--- src/rtl/clk_div_meter.sv ---
// rtl/clk_div_meter.sv - measures high, low and period length of a divided clock in clk cycles
//
// Purpose: synchronizes an asynchronous divided clock (sig_in) into the clk
// domain and counts its high and low phases. One result per divided-clock
// period (rise to rise), with a one-cycle valid strobe.
//
// Ports:
//   clk         system clock, rising edge
//   rst         synchronous active-high reset
//   sig_in      divided clock under measurement, asynchronous to clk
//   meas_en     level enable; low aborts and holds the FSM in IDLE
//   high_cnt    high-phase length of the last completed period
//   low_cnt     low-phase length of the last completed period
//   period_cnt  high_cnt + low_cnt, one bit wider so it never wraps
//   ovf         a counter saturated during the last completed period
//   valid       one-cycle strobe; the result outputs update in the same cycle

module clk_div_meter #(
    parameter int CNT_W       = 16,
    parameter int SYNC_STAGES = 2
) (
    input  logic             clk,
    input  logic             rst,
    input  logic             sig_in,
    input  logic             meas_en,
    output logic [CNT_W-1:0] high_cnt,
    output logic [CNT_W-1:0] low_cnt,
    output logic [CNT_W:0]   period_cnt,
    output logic             ovf,
    output logic             valid
);

    typedef enum logic [1:0] {
        IDLE      = 2'd0,
        WAIT_RISE = 2'd1,
        MEAS_HIGH = 2'd2,
        MEAS_LOW  = 2'd3
    } state_t;

    state_t state_q;
    state_t state_d;

    logic [SYNC_STAGES-1:0] sync_q;
    logic                   s_sync;
    logic                   s_prev;
    logic                   rise;
    logic                   fall;

    logic [CNT_W-1:0] hcnt;
    logic [CNT_W-1:0] lcnt;
    logic             ovf_acc;

    logic clr_cnt;
    logic start_high;
    logic to_low;
    logic done;
    logic inc_high;
    logic inc_low;

    // Synchronizer plus one history flop. Rise and fall both come out of the
    // same chain, so they carry identical latency and phase lengths are exact.
    always_ff @(posedge clk) begin
        if (rst) begin
            sync_q <= '0;
            s_prev <= 1'b0;
        end else begin
            sync_q <= {sync_q[SYNC_STAGES-2:0], sig_in};
            s_prev <= s_sync;
        end
    end

    assign s_sync = sync_q[SYNC_STAGES-1];
    assign rise   = s_sync & ~s_prev;
    assign fall   = ~s_sync & s_prev;

    // State register
    always_ff @(posedge clk) begin
        if (rst) begin
            state_q <= IDLE;
        end else begin
            state_q <= state_d;
        end
    end

    // Next-state logic; a low enable overrides every transition, including a
    // rise that would otherwise close a period.
    always_comb begin
        state_d = state_q;
        if (!meas_en) begin
            state_d = IDLE;
        end else begin
            case (state_q)
                IDLE:      state_d = WAIT_RISE;
                WAIT_RISE: if (rise) state_d = MEAS_HIGH;
                MEAS_HIGH: if (fall) state_d = MEAS_LOW;
                MEAS_LOW:  if (rise) state_d = MEAS_HIGH;
                default:   state_d = IDLE;
            endcase
        end
    end

    // Output decode: datapath controls derived from state and edge events.
    always_comb begin
        clr_cnt    = 1'b0;
        start_high = 1'b0;
        to_low     = 1'b0;
        done       = 1'b0;
        inc_high   = 1'b0;
        inc_low    = 1'b0;
        case (state_q)
            IDLE:      clr_cnt    = 1'b1;
            WAIT_RISE: start_high = meas_en & rise;
            MEAS_HIGH: begin
                to_low   = meas_en & fall;
                inc_high = meas_en & ~fall;
            end
            MEAS_LOW: begin
                done    = meas_en & rise;
                inc_low = meas_en & ~rise;
            end
            default:   clr_cnt    = 1'b1;
        endcase
    end

    // Phase counters. The edge cycle itself counts as the first cycle of the
    // new phase, which is why a phase starts at 1 rather than 0.
    always_ff @(posedge clk) begin
        if (rst || clr_cnt) begin
            hcnt    <= '0;
            lcnt    <= '0;
            ovf_acc <= 1'b0;
        end else if (start_high || done) begin
            hcnt    <= CNT_W'(1);
            lcnt    <= '0;
            ovf_acc <= 1'b0;
        end else if (to_low) begin
            lcnt <= CNT_W'(1);
        end else if (inc_high) begin
            if (&hcnt) begin
                ovf_acc <= 1'b1;
            end else begin
                hcnt <= hcnt + CNT_W'(1);
            end
        end else if (inc_low) begin
            if (&lcnt) begin
                ovf_acc <= 1'b1;
            end else begin
                lcnt <= lcnt + CNT_W'(1);
            end
        end
    end

    // Result registers: only a completed period (or reset) changes them.
    always_ff @(posedge clk) begin
        if (rst) begin
            high_cnt   <= '0;
            low_cnt    <= '0;
            period_cnt <= '0;
            ovf        <= 1'b0;
            valid      <= 1'b0;
        end else begin
            valid <= done;
            if (done) begin
                high_cnt   <= hcnt;
                low_cnt    <= lcnt;
                period_cnt <= {1'b0, hcnt} + {1'b0, lcnt};
                ovf        <= ovf_acc;
            end
        end
    end

endmodule

--- config.mk ---
export PLATFORM = sky130hd
export DESIGN_NAME = clk_div_meter
export DESIGN_NICKNAME = d
export VERILOG_FILES = /design/src/rtl/clk_div_meter.sv
export SDC_FILE = /design/constraint.sdc
export NUM_CORES = 1
export LEC_CHECK = 0
export CAP_MARGIN = 20
export CORE_MARGIN = 2
export CORE_UTILIZATION = 60
export CTS_CLUSTER_SIZE = 40
export DETAILED_ROUTE_END_ITERATION = 7
export GPL_ROUTABILITY_DRIVEN = 1
export GPL_TIMING_DRIVEN = 0
export HOLD_SLACK_MARGIN = 0.02
export PLACE_DENSITY = 0.82
export SYNTH_ARGS = -nofsm -noshare
export SYNTH_HDL_FRONTEND = slang
export SYNTH_SLANG_ARGS = --single-unit
--- constraint.sdc ---
create_clock -name clk -period 5.1 [get_ports clk]
set_input_delay 0.765 -clock clk [delete_from_list [all_inputs] [get_ports clk]]
set_output_delay 0.765 -clock clk [all_outputs]
set_load 0.05 [all_outputs]
Yosys cells after proc, flatten, opt, wreduce, memory -nomap -nowiden
Cells that the tools add are included.
Storage, ports and cells
  register bits: 89
  bits of input ports: 4
  output and inout port bits: 51
  word-level logic and storage cells: 81
Cells by class
  add/sub/neg operators: 3
  eq/ne operators: 10
  mux-type cells: 21
  bitwise logic cells: 15
  reduce and logical (&&, ||, !) cells: 19
Operators with widths (number)
  adder 16 x 1 -> 16 bit, second input constant: 2
  AND reduction 16 bit: 2
  two-way mux 1 bit: 18
  adder 16 x 16 -> 17 bit: 1
  AND reduction 3 bit: 4
  NOT 1 bit: 9
  != test 2 bit, second input constant: 4
  nonzero test 2 bit: 4
  bitwise AND 1 bit: 6
  != test 2 x 1 -> 1 bit, second input constant: 3
  one-hot mux 2 bit (3 select lines): 1
  OR reduction 2 bit: 3
  == test 2 bit, second input constant: 2
  two-way mux 2 bit: 2
  AND reduction 4 bit: 1
  OR reduction 3 bit: 1
  == test 2 x 1 -> 1 bit, second input constant: 1
  zero test 2 bit: 1
  logical OR 1 bit: 2
  AND reduction 2 bit: 1

Longest topological paths before layout
Gate-level depths: netlist (run 1).
  word-level depth: 8
  gate-level depth with buffers: 7
  depth with buffers taken out: 7

Worst setup path after synthesis (run 1)
OpenSTA, ideal clock, no wires.
  path kind: reg-to-reg
  start: reg hcnt[0]
  end: reg period_cnt[10]
  library setup time: 0.123 ns
  data arrival time: 2.082 ns
  data required time: 4.977 ns
  setup slack: 2.895 ns
  stages on the path, launching flop included: 8
  path buffers: 0
  clock period less this slack: 2.205 ns
  cells stage by stage: dfxtp_1 > ha_1 > fa_1 > a21o_2 > a31o_2 > a2111oi_0 > or3_1 > nand3_1
Between the ends
  longest elaborated chain between the ends: 1
RTL lines
  from (decl): RTL line 49  | logic [CNT_W-1:0] hcnt;
  from (signal assigned): RTL line 142  | hcnt <= hcnt + CNT_W'(1);
  adder 16 x 16 -> 17 bit: RTL line 166  | period_cnt <= {1'b0, hcnt} + {1'b0, lcnt};
  to (signal assigned): RTL line 166
  to (decl): RTL line 28  | output logic [CNT_W:0] period_cnt,
Every way passes these cells.
A chain may end at the register's enable or synchronous reset.

Final worst setup path (run 1)
  start: in meas_en
  end: reg period_cnt[0]
Between the ends
  longest elaborated chain between the ends: 2
RTL lines
  from (decl): RTL line 25  | input logic meas_en,
  bitwise AND 1 bit: RTL line 118  | done = meas_en & rise;
  two-way mux 1 bit: RTL line 110  | case (state_q)
Every way passes these cells.

==> results of run 1 <==
-- cell families after synthesis --
group / Yosys count
muxes: 2
and+or+nand+nor: 243
AOI/OAI and AO/OA: 123
buffers and inverters: 32
adders and majority gates: 19
DFF: 89
xor gates and xnor gates: 32
-- registers in the layout, summed over array words and instances (netlist names) --
signal      count
state_q         2
lcnt           16
high_cnt       16
valid           1
hcnt           16
s_prev          1
low_cnt        16
period_cnt     17
sync_q          2
ovf_acc         1
ovf             1
-- worst max path at each step --
stage,start,to,slack [ps],depth (start not counted)
after floorplan,hcnt[0]$_SDFFE_PP0P_,period_cnt[10]$_SDFFE_PP0P_,2890,7
after global placement,meas_en,period_cnt[11]$_SDFFE_PP0P_,1930,7
after detailed placement,meas_en,period_cnt[1]$_SDFFE_PP0P_,1920,7
after CTS,meas_en,period_cnt[0]$_SDFFE_PP0P_,2280,7
after global routing,meas_en,high_cnt[15]$_SDFFE_PP0P_,2140,7
final,meas_en,period_cnt[0]$_SDFFE_PP0P_,2210,7
-- metrics by stage --
| step | instances | hold WS [ps] | setup WS (ps) |
|---|---|---|---|
| final | 707 | 452 | 2210 |
| after global placement | 692 | 431 | 1930 |
| after detailed placement | 692 | 430 | 1920 |
| after CTS | 707 | 449 | 2280 |
| after global routing | 707 | 461 | 2140 |
| after floorplan | 540 | 414 | 2890 |
-- cell usage in the layout (no fill, tap or decap), types with 12 or more instances in the layout --
cell type        instances
dfxtp_1                 89
nand3_1                 18
a21oi_1                 58
ha_1                    18
xnor2_1                 23
clkdlybuf4s50_1         53
nor2_1                  38
clkbuf_1                18
o21ai_0                 12
nand2_1                107
-- power by group through the flow --
stage | sequential, mW | clock (mW) | combinational, mW
after floorplan | 0.713 | 0 | 0.0142
final | 0.697 | 0.485 | 0.0225
after global routing | 0.697 | 0.513 | 0.0245
after global placement | 0.713 | 0 | 0.0218
after CTS | 0.697 | 0.483 | 0.0224
after detailed placement | 0.713 | 0 | 0.0222
-- metal layers --
layer | up-vias | global-route usage
li1 | 2054 | -
met5 | - | 0
met1 | 1957 | 0.371
met3 | 20 | 0.0451
met2 | 168 | 0.448
met4 | 0 | 0.114
-- layout make-up --
class,instances,area [um2],area share
multi-input combinational,419,2570,0.482
timing repair buffer,53,531,0.0994
buffer,25,109,0.0204
clock buffer,9,124,0.0232
inverter,7,26.3,0.00492
sequential,89,1780,0.334
clock inverter,6,67.6,0.0127
tap,99,124,0.0232
-- worst max-delay path: cells and delay by family --
| family | cells | cell delay [ps] |
|---|---|---|
| compound gates | 1 | 160 |
| simple gates | 3 | 610 |
| buf+inv | 3 | 1620 |
==> results.yml, run 1 <==
status:
  status: "finished clean"
routing:
  drt_first_pass_iters: 5
  route.detailed.drc: 0
  wl_met3_um: 777
  top_layer: "met4"
  dr_wl_met2_mm: 5.23
  drtIter0Drc: 186
  vias_per_cell: 5.94
  ant_nets: 0
  routed_wl_mm: 11.3
  wl_per_cell_um: 16.0
  wl_met1_mm: 5.05
  vias: 4199
global_route:
  grt_overflow: 0
  antenna_found_initial: 0
  grt_pass1_vias: 3817
  grt_pass1_wl_mm: 18.5
  grt_max_degree: 16
  grtUsageTotal: 0.278
yosys:
  synthDistinctLibCells: 67
  synth.most_common_cell: "nand2_1"
  syn_avg_cell_area_um2: 8.31
  yosys_register_bits: 89
  seq_area_frac_synth: 0.397
  synth_top_area_cell: "dfxtp_1"
  yosys.area_share.xor_xnor: 0.0624
  synth-simple-area-share: 0.271
  synth-compound-area-share: 0.180
  syn_nets: 563
  ys_top_cells_by_area: "dfxtp_1 (40%), nand2_1 (8.9%), a21oi_1 (6.5%), ha_1 (5.0%), xnor2_1 (4.5%)"
  synth_edf_count: 0
  synth_warnings: 0
  ys.flop_type: "dfxtp_1"
  syn_area_um2: 4490
  yosys.area.top_type_share: 0.397
  synthCells: 540
  postSynth.asyncResetShare: 0
  synth_common_cells: "nand2_1 (107), dfxtp_1 (89), a21oi_1 (58)"
  synth_mux_area_frac: 0.00474
  synth_fa_ha_area_frac: 0.0546
  synth_top_family_by_area: "simple AND/OR/NAND/NOR gates"
pwr:
  ir_worst_vdd_uv: 166
  clkPwrFrac: 0.403
  seq_power_share: 0.579
  p_int_mw: 0.926
  total_power_mw: 1.20
  p_sw_mw: 0.278
  leakagePower_nw: 1.87
  swShare: 0.231
  comb_power_share: 0.019
  power_density_nw_per_um2: 226
timing:
  finalSetupViolCount: 0
  skew_ps: 12.3
  rsz0062_at_grt: "false"
  fmax_mhz: 347
  finalHoldViolCount: 0
  min_period_ps: 2890
  maxSlewHeadroom: 0.556
  drv_slew: 0
  worst_slew_pin_slew_ps: 666
  setup-tns-final_ps: 0
  period_share: 0.566
die:
  io_pins: 55
  die-area_um2: 8190
  start_util: 0.619
  dieWidth_um: 90.5
  die_h_um: 90.5
  core_area_um2: 7250
  std_cell_rows: 31
cts:
  cts_resized: 0
  post_cts_buffers: 0
  clk_pin_slew_worst_paths_ps: 80
  cts_tree: "done"
  clock-root-buffer: "clkbuf_8"
  numCtsBuffers: 9
  htreeDepth: 3
  hold_buffers: 0
  numClockSinks: 89
  insertion_delay_ps: 370
  clockBufferDepth: 2
worst_hold_path:
  worstHoldStart: "sync_q[0]$_SDFF_PP0_"
  hold_depth: 1
  whs_endpoint: "sync_q[1]$_SDFF_PP0_"
  min_path_type: "flip-flop to flip-flop"
job:
  maxCapViolations: 0
worst_setup_path:
  cp_slowest_cell: "clkbuf_1"
  critPathKind: "primary input to flip-flop"
  reg2reg_to: "period_cnt[10]$_SDFFE_PP0P_"
  path_cells: "clkdlybuf4s50_1, and3_1, nand2_1, clkbuf_1, clkbuf_1, nand2_1, a21oi_1"
  worstPathRequired_ps: 5390
  startpoint_type: "primary input"
  cp-end-kind: "flip-flop"
  ff2ff_path_depth: 7
  max_stage_delay_ps: 560
  r2r_slack_ps: 2530
  r2r_start: "lcnt[0]$_SDFFE_PP0P_"
  cp.arrival_ps: 3170
  cp_max_fo: 10
place:
  placed_area_um2: 5140
  dp_hpwl_mm: 8.38
  portBuffers: 53
  gp_congestion: 0.920
finish:
  syn_to_final_growth_pct: 18.8
  finish.utilization: 0.736
  diodes: 0
  n_fill_cell: 599
  fin_nets: 627
  drive_above_1_share: 0.0641
  fin_area_um2: 5340
No activity file was read; power rests on OpenSTA's default activity.
==> run 2, diff against run 1 <==
--- a/config.mk
+++ b/config.mk
@@ -7,13 +7,13 @@
 export LEC_CHECK = 0
 export CAP_MARGIN = 20
 export CORE_MARGIN = 2
-export CORE_UTILIZATION = 60
+export CORE_UTILIZATION = 56
 export CTS_CLUSTER_SIZE = 40
 export DETAILED_ROUTE_END_ITERATION = 7
 export GPL_ROUTABILITY_DRIVEN = 1
 export GPL_TIMING_DRIVEN = 0
 export HOLD_SLACK_MARGIN = 0.02
-export PLACE_DENSITY = 0.82
+export PLACE_DENSITY = 0.77
 export SYNTH_ARGS = -nofsm -noshare
 export SYNTH_HDL_FRONTEND = slang
 export SYNTH_SLANG_ARGS = --single-unit
==> constraint.sdc (replaced) <==
create_clock -name clk -period 2.9 [get_ports clk]
set_input_delay 0.435 -clock clk [delete_from_list [all_inputs] [get_ports clk]]
set_output_delay 0.435 -clock clk [all_outputs]
set_load 0.05 [all_outputs]
==> run 2 against run 1 <==
Clock skew is 1.7 ps lower. Count of clock-buffer cells in the layout grew 1. Total power increased by 79%. Design area is 0.28% higher. Global-route usage up 0.38 points. First-iteration DRC count up 32%. Die area increased by 6.8%. Non-clock buffer count unchanged. Core utilization fell by 4.3 points. Worst setup slack got worse by 2000 ps. Critical path depth unchanged. Critical endpoint is now period_cnt[10]$_SDFFE_PP0P_. Highest routed layer unchanged.
==> results.yml, run 2 (synthesis results as in run 1) <==
status:
  status: "finished clean"
timing:
  worst_slew_pin_slew_ps: 705
  drv_slew: 0
  rsz0062_at_grt: "false"
  min_period_ps: 2650
  fmax_mhz: 378
  maxSlewHeadroom: 0.530
  skew_ps: 10.7
  holdWs_ps: 457
  setup-tns-final_ps: 0
  period_share: 0.913
  finalSetupViolCount: 0
  finalHoldViolCount: 0
routing:
  wl_met3_um: 557
  drtIter0Drc: 246
  dr_wl_met2_mm: 5.59
  route.detailed.drc: 0
  ant_nets: 0
  top_layer: "met4"
  drt_first_pass_iters: 5
  wl_met1_mm: 5.47
  wl_per_cell_um: 16.5
  routed_wl_mm: 11.7
  vias: 4134
  vias_per_cell: 5.81
cts:
  cts_tree: "done"
  clk_pin_slew_worst_paths_ps: 100
  post_cts_buffers: 0
  hold_buffers: 0
  cts_resized: 0
  numClockSinks: 89
  htreeDepth: 3
  numCtsBuffers: 9
  clock-root-buffer: "clkbuf_8"
  insertion_delay_ps: 360
  clockBufferDepth: 2
finish:
  n_fill_cell: 631
  layout.cells.non_filler: 711
  syn_to_final_growth_pct: 19.2
  final_cell_mix: "nand2_1 (107), dfxtp_1 (89), a21oi_1 (58), clkdlybuf4s50_1 (53), nor2_1 (38)"
  diodes: 0
  seq_area_um2: 1780
  fin_nets: 627
  regMostFlops: "period_cnt"
  final_common_cell: "nand2_1"
  drive_above_1_share: 0.0657
  largest_reg_flops: 17
  fin_area_um2: 5350
  multi_input_area_um2: 2570
worst_setup_path:
  cp_max_fo: 7
  ff2ff_path_depth: 7
  cp_slowest_cell: "a2111oi_0"
  r2r_slack_ps: 250
  worstPathRequired_ps: 3160
  r2r_start: "lcnt[0]$_SDFFE_PP0P_"
  reg2reg_to: "period_cnt[10]$_SDFFE_PP0P_"
  crit_buf_inv: 0
  critPathTopFamily: "compound AO/OA/AOI/OAI gates"
  critPathKind: "flip-flop to flip-flop"
  cp-end-kind: "flip-flop"
  crit_end: "period_cnt[10]$_SDFFE_PP0P_"
  crit_cells: 7
  cp.arrival_ps: 2900
  cp-startpoint: "lcnt[0]$_SDFFE_PP0P_"
  max_stage_delay_ps: 640
  path_cells: "ha_1, fa_1, a21o_2, a31o_2, a2111oi_0, or3_1, nand3_1"
  startpoint_type: "flip-flop"
pwr:
  leakagePower_nw: 1.88
  total_power_mw: 2.16
  power_density_nw_per_um2: 404
  ir_worst_vdd_uv: 245
place:
  gp_congestion: 0.896
  dp.cells: 695
  dp_hpwl_mm: 8.59
  placed_area_um2: 5150
  portBuffers: 53
job:
  maxCapViolations: 0
die:
  dieWidth_um: 93.5
  die-area_um2: 8750
  start_util: 0.581
  core_area_um2: 7730
  io_pins: 55
  die_h_um: 93.5
  std_cell_rows: 32
global_route:
  grt_pass1_vias: 3846
  grt_overflow: 0
  grt_max_degree: 16
  grt_pass1_wl_mm: 19.1
  grtUsageTotal: 0.282
  antenna_found_initial: 0
worst_hold_path:
  worstHoldStart: "high_cnt[11]$_SDFFE_PP0P_"
  min_path_type: "flip-flop to flip-flop"
## run 2: changes by cell type in the layout (fill, tap and decap cells not counted), sizes merged
cell,delta
clkinvlp,-1
clkinv,+1
clkbuf,+1
## run 2: worst reg2reg max path: cells and delay by family (launching register included)
family / cells / cell delay [ps]
and+or+nand+nor: 2 / 290
AOI/OAI and AO/OA: 3 / 1150
adders and majority gates: 2 / 680
DFF: 1 / 410
## run 2: how the worst min path moves through the flow
| stage | depth (start not counted) | slack, ps | end |
|---|---|---|---|
| finish | 2 | 460 | high_cnt[11]$_SDFFE_PP0P_ |
| global route | 2 | 470 | period_cnt[3]$_SDFFE_PP0P_ |
| CTS | 2 | 460 | period_cnt[1]$_SDFFE_PP0P_ |
| detailed placement | 1 | 430 | sync_q[1]$_SDFF_PP0_ |
| global placement | 1 | 420 | sync_q[1]$_SDFF_PP0_ |
| floorplan | 1 | 410 | sync_q[1]$_SDFF_PP0_ |
## run 2: area by class of cell
cell class | count | share of cell area
timing repair buffer | 53 | 0.0992
multi-input combinational | 419 | 0.481
clock inverter | 6 | 0.0122
clock buffer | 10 | 0.0257
buffer | 25 | 0.0203
sequential | 89 | 0.333
tap | 102 | 0.0239
inverter | 7 | 0.00491
## run 2: report_power, final
part | internal [mW] | switching, mW | total [mW] | leakage [nW]
Combinational | 0.00949 | 0.0310 | 0.0405 | 1.06
Clock | 0.424 | 0.469 | 0.893 | 0.103
Sequential | 1.22 | 0.00245 | 1.23 | 0.717
Total | 1.66 | 0.502 | 2.16 | 1.88
## run 2: stage by stage
step / utilization / worst slack [ps]
floorplan: - / 695
detailed placement: 0.666 / 83.7
finish: 0.692 / 253
global placement: 0.666 / 85.5
global route: 0.692 / 180
CTS: 0.692 / 349
## run 2: per-layer routing
metal	GRT usage	up-vias
met1	0.390	1936
li1	-	2051
met3	0.0459	11
met2	0.461	136
met4	0.0676	0
met5	0	-
